File: src/rtl/mfp_eic_input_conditioner.sv
// Interrupt input conditioner for the EIC. Each raw request line is synchronised,
// optionally inverted and glitch-filtered, then output as a clean level with edge pulses.
module mfp_eic_input_conditioner #(
    parameter int CHANNELS     = 32,
    parameter int SYNC_STAGES  = 2,
    parameter int FILTER_WIDTH = 4
) (
    input  logic                    CLK,
    input  logic                    RESET,
    input  logic [CHANNELS-1:0]     irq_raw,
    input  logic [CHANNELS-1:0]     invert,
    input  logic [CHANNELS-1:0]     filter_en,
    input  logic [FILTER_WIDTH-1:0] filter_len,
    output logic [CHANNELS-1:0]     irq_out,
    output logic [CHANNELS-1:0]     irq_rise,
    output logic [CHANNELS-1:0]     irq_fall
);

    logic [CHANNELS-1:0] sync_reg [SYNC_STAGES];

    always_ff @(posedge CLK) begin
        if (RESET) begin
            for (int i = 0; i < SYNC_STAGES; i++) begin
                sync_reg[i] <= '0;
            end
        end else begin
            sync_reg[0] <= irq_raw;
            for (int i = 1; i < SYNC_STAGES; i++) begin
                sync_reg[i] <= sync_reg[i-1];
            end
        end
    end

    genvar gi;
    generate
        for (gi = 0; gi < CHANNELS; gi++) begin : g_chan
            logic                    x;
            logic                    s_reg;
            logic                    s_next;
            logic                    rise_reg;
            logic                    fall_reg;
            logic [FILTER_WIDTH-1:0] cnt_reg;
            logic [FILTER_WIDTH-1:0] cnt_next;

            assign x = sync_reg[SYNC_STAGES-1][gi] ^ invert[gi];

            // The >= compare lets a lowered filter_len take effect on the next
            // differing cycle; the counter saturates at the threshold, so it never wraps.
            always_comb begin
                s_next   = s_reg;
                cnt_next = '0;
                if (!filter_en[gi]) begin
                    s_next = x;
                end else if (x != s_reg) begin
                    if (cnt_reg >= filter_len) begin
                        s_next = x;
                    end else begin
                        cnt_next = cnt_reg + 1'b1;
                    end
                end
            end

            always_ff @(posedge CLK) begin
                if (RESET) begin
                    s_reg    <= 1'b0;
                    cnt_reg  <= '0;
                    rise_reg <= 1'b0;
                    fall_reg <= 1'b0;
                end else begin
                    s_reg    <= s_next;
                    cnt_reg  <= cnt_next;
                    rise_reg <= ~s_reg & s_next;
                    fall_reg <= s_reg & ~s_next;
                end
            end

            assign irq_out[gi]  = s_reg;
            assign irq_rise[gi] = rise_reg;
            assign irq_fall[gi] = fall_reg;
        end
    endgenerate

endmodule

File: config.mk
export PLATFORM = sky130hd
export DESIGN_NAME = mfp_eic_input_conditioner
export DESIGN_NICKNAME = d
export VERILOG_FILES = /design/src/rtl/mfp_eic_input_conditioner.sv
export SDC_FILE = /design/constraint.sdc
export NUM_CORES = 1
export LEC_CHECK = 0
export BUFFER_PORTS_ARGS = -buffer_cell sky130_fd_sc_hd__buf_2
export CAP_MARGIN = 10
export CORE_ASPECT_RATIO = 0.8
export CORE_MARGIN = 1.5
export CORE_UTILIZATION = 50
export DETAILED_ROUTE_END_ITERATION = 12
export PLACE_DENSITY = 0.7
export SYNTH_ARGS = -nofsm -noshare
export SYNTH_HDL_FRONTEND = slang
export SYNTH_SLANG_ARGS = --single-unit
File: constraint.sdc
create_clock -name CLK -period 7.3 [get_ports CLK]
set_input_delay 1.825 -clock CLK [delete_from_list [all_inputs] [get_ports CLK]]
set_output_delay 1.825 -clock CLK [all_outputs]
set_load 0.02 [all_outputs]
# Word-level counts from Yosys, hierarchy flattened
# Memory sizes are Yosys's and may differ from the RTL's.
# Index checks and enable logic that the tools add are counted.
[op_classes]
add_sub_neg = 32
mul = 0
n_div = 0
magnitude_cmp = 32
eq_ne = 32
shift = 0
mux = 101
bitwise_logic = 226
reduce_logical = 32
[op_table]
columns = ["op", "n"]
rows = [
  ["$add 4x1->4 const B", 32],
  ["$ge 4x4->1", 32],
  ["$not 1->1", 128],
  ["$reduce_or 4->1", 32],
  ["$mux 1", 99],
  ["$and 1x1->1", 64],
  ["$mux 32", 2],
  ["$ne 1x1->1", 32],
  ["$xor 1x1->1", 32],
  ["$or 1x1->1", 2],
]
[word_totals]
reg_bits = 224
latch_bits = 0
mem_bits_rw = 64
mem_bits_ro = 0
input_bits = 102
out_inout_bits = 96
word_cells = 584
memories = 1
[memory_table]
columns = ["name", "depth", "word_bits", "rd", "rd_ports_with_merged_regs", "write_ports", "line", "text"]
rows = [
  ["sync_reg", 2, 32, 2, 0, 2, "19", "logic [CHANNELS-1:0] sync_reg [SYNC_STAGES];"],
]

# Longest topological paths before layout
# Gate-level depths: netlist of run 1.
[logic_depth]
word_depth = 6
mapped_depth = 5
mapped_depth_nobuf = 5

# Least setup slack after synthesis of run 1
# OpenSTA, ideal clock, no wires.
[synth_path]
path_type = "input to register"
start = "input port filter_len[1]"
end = "register g_chan[10].s_reg"
setup_time_ps = 121
arrival_ps = 3521
required_time_ps = 7179
setup_slack_ps = 3658
stages = 5
n_path_buf = 0
cell_sequence = "inv_1 ha_1 o211ai_1 o2111a_1 mux2_2"
[synth_between]
elab_chain_cells = 4
[synth_rtl]
columns = ["item", "line", "text"]
rows = [
  ["start: declaration", "13", "input logic [FILTER_WIDTH-1:0] filter_len,"],
  ["$ge 4x4->1", "55", "if (cnt_reg >= filter_len) begin"],
  ["$mux 1", "55", ""],
  ["$mux 1", "54", "end else if (x != s_reg) begin"],
  ["$mux 1", "52", "if (!filter_en[gi]) begin"],
  ["end signal: assignment", "70", "s_reg <= s_next;"],
  ["end: declaration", "38", "logic s_reg;"],
]
# No other way between the ends.
# A chain may end at the register's enable or synchronous reset.

# Final worst setup path of run 1
[layout_path]
start = "input port filter_len[0]"
end = "register g_chan[8].rise_reg"
[layout_between]
elab_chain_cells = 5
[layout_rtl]
columns = ["item", "line", "text"]
rows = [
  ["$ge 4x4->1", "55", ""],
  ["$mux 1", "55", ""],
  ["$mux 1", "54", ""],
  ["$mux 1", "52", ""],
  ["$and 1x1->1", "72", "rise_reg <= ~s_reg & s_next;"],
  ["end signal: assignment", "72", ""],
  ["end: declaration", "40", "logic rise_reg;"],
]
# No other way between the ends.

==> run summary, run 1 <==
post-CTS sizing: 0
port bufs: 197
Die Area: 29100 µm²
Mean Syn Cell Area: 10.5 µm²
Syn Nets: 1602
CP Capture Type: register
Largest register FFs: 128
Non-Filler Instances: 1836
CP Buf/Inv Count: 1
Post-synth EDFFs: 0
Area Overhead vs Synth: 11.4%
postcts setup bufs: 0
leakage power: 7.34 nW
core box area: 27400 µm²
Die Width: 190 µm
asr flop ratio synth: 0%
crit-path cells: buf_2 -> ha_1 -> nor3b_1 -> o2111ai_1 -> and4bb_2
post-route ant nets: 0
ranking of synthesized cells by area: dfxtp_1 (41%), ha_1 (14%), buf_4 (5.1%)
post-synthesis cell area: 14100 µm²
Seq/Total Area, Yosys: 41.0%
hold_sp: sync_reg[0][4]
Layout Nets: 1711
Period Utilization, post-route: 48.6%
clock-pin slew on the worst setup and hold paths: 60 ps
placed insts: 1782
Mapped Cells: 1340
PwrDens: 228 nW/µm²
final hold violation count: 0
Max VDD drop: 0.000191 V
Synth cell types: 27
initial antenna violation count: 3
Req. time, crit path: 7730 ps
fmax: 282 MHz
hold slack: 428 ps
CTS root buffer: clkbuf_16
top-count cell post-synth: dfxtp_1
CTS tree: yes
DR vias/cell: 5.06
Setup CP Type: primary input to register
crit path max fanout: 32
total track usage: 17.7%
Synth top area share: 41.0%
DR iter-0 viols: 298
RSZ-0062 raised after global routing: no
Worst EP arrival: 3970 ps
routed vias: 9289
max cap viols: 0
min cycle time layout: 3550 ps
multi-input logic area: 7160 µm²
WL per Instance: 14.2 µm
worst min-delay path class: register to register
status: finished, final reports clean
Post-synth top cells: dfxtp_1 (288), ha_1 (160), buf_4 (96)
Worst Skew: 12.1 ps
layout cell share with drive strength beyond 1: 20.3%
Yosys warning total: 0
I/O pin cnt: 198
vias in the first global route: 8947
crit path from: filter_len[0]
Clock Latency Late Sink: 540 ps
Sink Count: 288
Crit path largest cell delay: 760 ps
top_reg_cell synth: dfxtp_1
Num CTS Buffers: 29
Slew Viols, Final: 0
Setup WS pre-CTS: 3200 ps
routed wire length: 26000 µm
CP max stage cell: buf_2
largest net degree at the start of global routing: 106
Fillers: 2389
drc violations: 0
Final HPWL DP: 18300 µm
Starting Density: 51.2%
Synth Register Bits: 288
worst slew pin tran: 1030 ps
cell family contributing the most delay on the critical path: buffers and inverters
GPL Wtd Cong: 0.792
standard-cell rows: 54
Max Root-Sink Buffers: 3
Final Util: 57.1%
drt first pass iters: 5
type of origin of the critical path: primary input
Die Height: 153 µm
Sequential Area: 5770 µm²
setup_tns: 0 ps
Hold-fix buffers, CTS: 0
reg2reg start: g_chan[8].cnt_reg[0]
first-pass GRT wire length: 43300 µm
relative slew slack: 31.0%
dominant cell type by area after synthesis: dfxtp_1
Remaining Overflow, GRT: 0
final setup fails: 0
H-tree depth: 1
min setup slack post-route: 3750 ps
[per-stage QoR]
step | total power, mW | cell area (µm²)
global route | 3.74 | 15700
global placement | 2.10 | 14700
CTS | 3.63 | 15700
floorplan | 2.02 | 14100
detailed placement | 2.11 | 14700
finish | 3.57 | 15700
[final cells by class]
class | count | share of cell area (%)
Sequential cell | 288 | 36.8
Inverter | 76 | 1.82
Tap cell | 364 | 2.91
Timing Repair Buffer | 199 | 6.43
Clock inverter | 11 | 0.887
Multi-Input combinational cell | 855 | 45.7
Clock buffer | 42 | 5.39
Antenna cell | 1 | 0.0160
[path summary, 6_finish.rpt]
path                        endpoint  slack, ps  cells past startpoint
setup / recovery  g_chan[8].rise_reg       3750                      5
hold / removal       sync_reg[0][36]        430                      1
setup reg to reg  g_chan[8].rise_reg       5510                      5
hold reg to reg      sync_reg[0][36]        430                      1
[power by group]
group / internal [mW] / total [mW] / switching [mW]
clock network: 0.906 / 1.50 / 0.596
registers: 1.63 / 1.68 / 0.0433
logic: 0.182 / 0.396 / 0.214
total: 2.72 / 3.57 / 0.854
[layer usage]
metal,vias up,wire length [µm],part of all wire (%),track usage (%)
met4,4,610,2.3,4.50
li1,4785,-,-,-
met3,47,1300,5.0,4.00
met2,161,11500,44,28.5
met5,-,23,0.088,0
met1,4292,12600,48,23.8
[layout by cell type, fill, tap and decap left out]
master      Yosys  routed
dfxtp_1       288     288
buf_2          11     196
ha_1          160     160
and3_1         92      92
nor2b_1        87      87
inv_1          76      73
nor3_1         59      59
nand2_1        55      55
xnor2_1        55      55
nor2_1         46      46
xor2_1         41      41
nor3b_1        32      32
o211ai_1       32      32
nand3_1        32      32
clkbuf_16       0      29
o2111a_1       23      23
nor4_1         23      23
xnor3_1        23      23
mux2_2         23      23
nand2b_1       18      18
and4bb_2       18      18
o2111ai_1       9       9
or2_0           9       9
mux2_4          9       9
mux2i_1         9       9
clkbuf_8        0       7
clkbuf_1       11       6
clkinv_2        0       5
inv_2           0       3
bufinv_16       0       3
clkinvlp_4      0       2
buf_4          96       2
diode_2         0       1
clkinv_4        0       1
buf_6           3       1
[logic make-up (layout without fill, tap and decap cells)]
kind of cell    count (synthesis)  count (layout)  synth area share, %
buf+inv                       197             328                 8.08
xor+xnor                      119             119                 9.67
mux                            41              41                 3.44
other cells                     0               1                    0
fa+ha+maj                     160             160                 14.2
simple gates                  471             471                 19.4
compound gates                 64              64                 4.11
flops                         288             288                 41.0
(Power assumes the default switching activity.)
==> inputs of run 2 (changes only) <==
Settings changed: ABC_AREA set to 1, PLACE_DENSITY 0.7 to 0.73.
Clock period 7.3 ns to 3.2 ns, I/O delays scaled along.
==> run summary, run 2 <==
post-synthesis cell area: 14400 µm² (+2.3%)
CP Capture Type: output port
Max VDD drop: 0.000459 V (+140%)
hold_sp: sync_reg[0][22]
reg2reg start: g_chan[4].cnt_reg[0]
Clock Latency Late Sink: 530 ps (about the same)
routed wire length: 27100 µm (+4.2%)
Post-synth EDFFs: 0 (unchanged)
Hold Path Stages: 2 (+1)
GPL Wtd Cong: 0.792 (about the same)
fmax: 509 MHz
H-tree depth: 1 (unchanged)
relative slew slack: 45.4% (+14 points)
min setup slack post-route: 1230 ps (-2520 ps)
Slew Viols, Final: 0 (unchanged)
post-CTS sizing: 0 (unchanged)
Syn Nets: 2088 (+30%)
initial antenna violation count: 4 (+1)
Die Area: 29800 µm² (+2.2%)
layout cell share with drive strength beyond 1: 14.1% (-6.2 points)
crit path max fanout: 6 (-81%)
worst min-delay path class: register to register
Setup CP Type: register to output port
DR iter-0 viols: 328 (+10%)
crit-path cells: buf_2
dominant cell type by area after synthesis: dfxtp_1
cell family contributing the most delay on the critical path: flip-flops
commonest cells after routing, fill and taps aside: nand2_1 (458), dfxtp_1 (288), inv_1 (269)
drt first pass iters: 5 (unchanged)
FF-to-FF End: g_chan[4].s_reg
CTS tree: yes
Non-Filler Instances: 2338 (+27%)
register-to-register setup slack: 1750 ps (-3760 ps)
WL per Instance: 11.6 µm (-18%)
postcts setup bufs: 0 (unchanged)
commonest non-fill, non-tap cell in the layout: nand2_1
worst slew pin tran: 819 ps (-216 ps)
GR Util met3: 3.99% (about the same)
PwrDens: 521 nW/µm² (+130%)
vias in the first global route: 9988 (+12%)
Final HPWL DP: 19500 µm (+6.6%)
Die Width: 193 µm (+1.1%)
Post-synth top cells: nand2_1 (458), dfxtp_1 (288), inv_1 (272)
post-route ant nets: 0 (unchanged)
Synth top area share: 40.1% (-0.91 points)
max cap viols: 0 (unchanged)
Period Utilization, post-route: 61.4%
Remaining Overflow, GRT: 0 (unchanged)
Largest register FFs: 128 (unchanged)
I/O pin cnt: 198 (unchanged)
Crit path largest cell delay: 420 ps (-340 ps)
Global Route met1 Usage: 24.4% (+0.64 points)
Setup WS pre-CTS: 745 ps (-2460 ps)
asr flop ratio synth: 0% (unchanged)
final setup fails: 0 (unchanged)
DR vias/cell: 4.62 (-8.6%)
Synth Register Bits: 288 (unchanged)
GR met2 Demand/Resource: 29.5% (+1.0 points)
placed insts: 2287 (+28%)
CP Buf/Inv Count: 1 (unchanged)
total track usage: 18.1% (+0.43 points)
hold endpoint: sync_reg[0][54]
CP max stage cell: dfxtp_1
Num CTS Buffers: 29 (unchanged)
largest net degree at the start of global routing: 65 (-39%)
Layout Nets: 2210 (+29%)
Synth cell types: 20 (-26%)
type of origin of the critical path: register
final hold violation count: 0 (unchanged)
ranking of synthesized cells by area: dfxtp_1 (40%), ha_1 (14%), nand2_1 (12%)
min cycle time layout: 1970 ps
CTS root buffer: clkbuf_16
Worst EP arrival: 1170 ps (-2800 ps)
Die Height: 155 µm (+1.1%)
Starting Density: 50.8% (-0.41 points)
status: finished, final reports clean
Seq/Total Area, Yosys: 40.1% (-0.91 points)
Yosys warning total: 0 (unchanged)
routed vias: 10800 (+16%)
Req. time, crit path: 2400 ps (-5330 ps)
hold slack: 400 ps (-28.2 ps)
drc violations: 0 (unchanged)
first-pass GRT wire length: 45000 µm (+3.9%)
Area Overhead vs Synth: 12.3%
Sink Count: 288 (unchanged)
GRT Max-Usage Layer: met2
Worst Skew: 10.5 ps (-1.68 ps)
top-count cell post-synth: nand2_1
Final Util: 57.1% (about the same)
Max Root-Sink Buffers: 3 (unchanged)
Mean Syn Cell Area: 7.87 µm² (-25%)
core box area: 28300 µm² (+3.1%)
clock-pin slew on the worst setup and hold paths: 60 ps (about the same)
top_reg_cell synth: dfxtp_1
Mapped Cells: 1826 (+36%)
leakage power: 8.25 nW (+12%)
RSZ-0062 raised after global routing: no
setup_tns: 0 ps (unchanged)
Worst R2R Path Depth: 11 (+6)
standard-cell rows: 55 (+1.9%)
port bufs: 197 (unchanged)
Hold-fix buffers, CTS: 0 (unchanged)
==> run 2: cell families (layout without fill, tap and decap cells) <==
logic type / after synthesis / after routing / synth area share (%)
DFF: 288 / 288 / 40.1
other: 0 / 2 / 0
AOI/OAI and AO/OA: 32 / 32 / 1.11
and+or+nand+nor: 850 / 850 / 25.3
adders and majority gates: 160 / 160 / 13.9
xor gates and xnor gates: 110 / 110 / 6.70
buffers and inverters: 386 / 526 / 12.9
==> run 2: layout make-up <==
type | instances | area, µm²
Fill cell | 2529 | 12100
Multi-Input combinational cell | 1152 | 6760
Sequential cell | 288 | 5770
Timing Repair Buffer | 204 | 1110
Inverter | 273 | 1030
Clock buffer | 38 | 800
Tap cell | 370 | 463
Clock inverter | 11 | 215
Antenna cell | 2 | 5.00
==> run 2: where the power goes <==
| part | switching, mW | leakage [nW] | internal (mW) |
|---|---|---|---|
| clock | 1.38 | 0.494 | 2.23 |
| combinational | 0.626 | 5.40 | 0.354 |
| sequential | 0.0946 | 2.35 | 3.72 |
==> run 2: layer usage <==
layer / part of all wire [%] / routed length [µm] / up-vias
met5: 0.096 / 26 / -
met4: 1.7 / 457 / 4
met3: 5.2 / 1410 / 36
met2: 44 / 11800 / 171
met1: 49 / 13400 / 4774
li1: - / - / 5824
==> run 2: worst max-delay path by stage <==
stage               slack [ps]  cells past startpoint            start                   end
floorplan                  900                      8    filter_len[3]      g_chan[16].s_reg
global placement           820                      9    filter_len[1]  g_chan[0].cnt_reg[1]
detailed placement         740                      9    filter_len[3]      g_chan[26].s_reg
CTS                       1200                      1  g_chan[7].s_reg            irq_out[7]
global route              1150                      1  g_chan[7].s_reg            irq_out[7]
finish                    1230                      1  g_chan[7].s_reg            irq_out[7]
==> run 2: stage by stage <==
step	instance area, µm²	power [mW]
2_1_floorplan	14400	4.65
3_3_place_gp	15100	4.84
3_5_place_dp	15100	4.88
4_1_cts	16100	8.52
5_1_grt	16100	8.82
6_report	16100	8.41
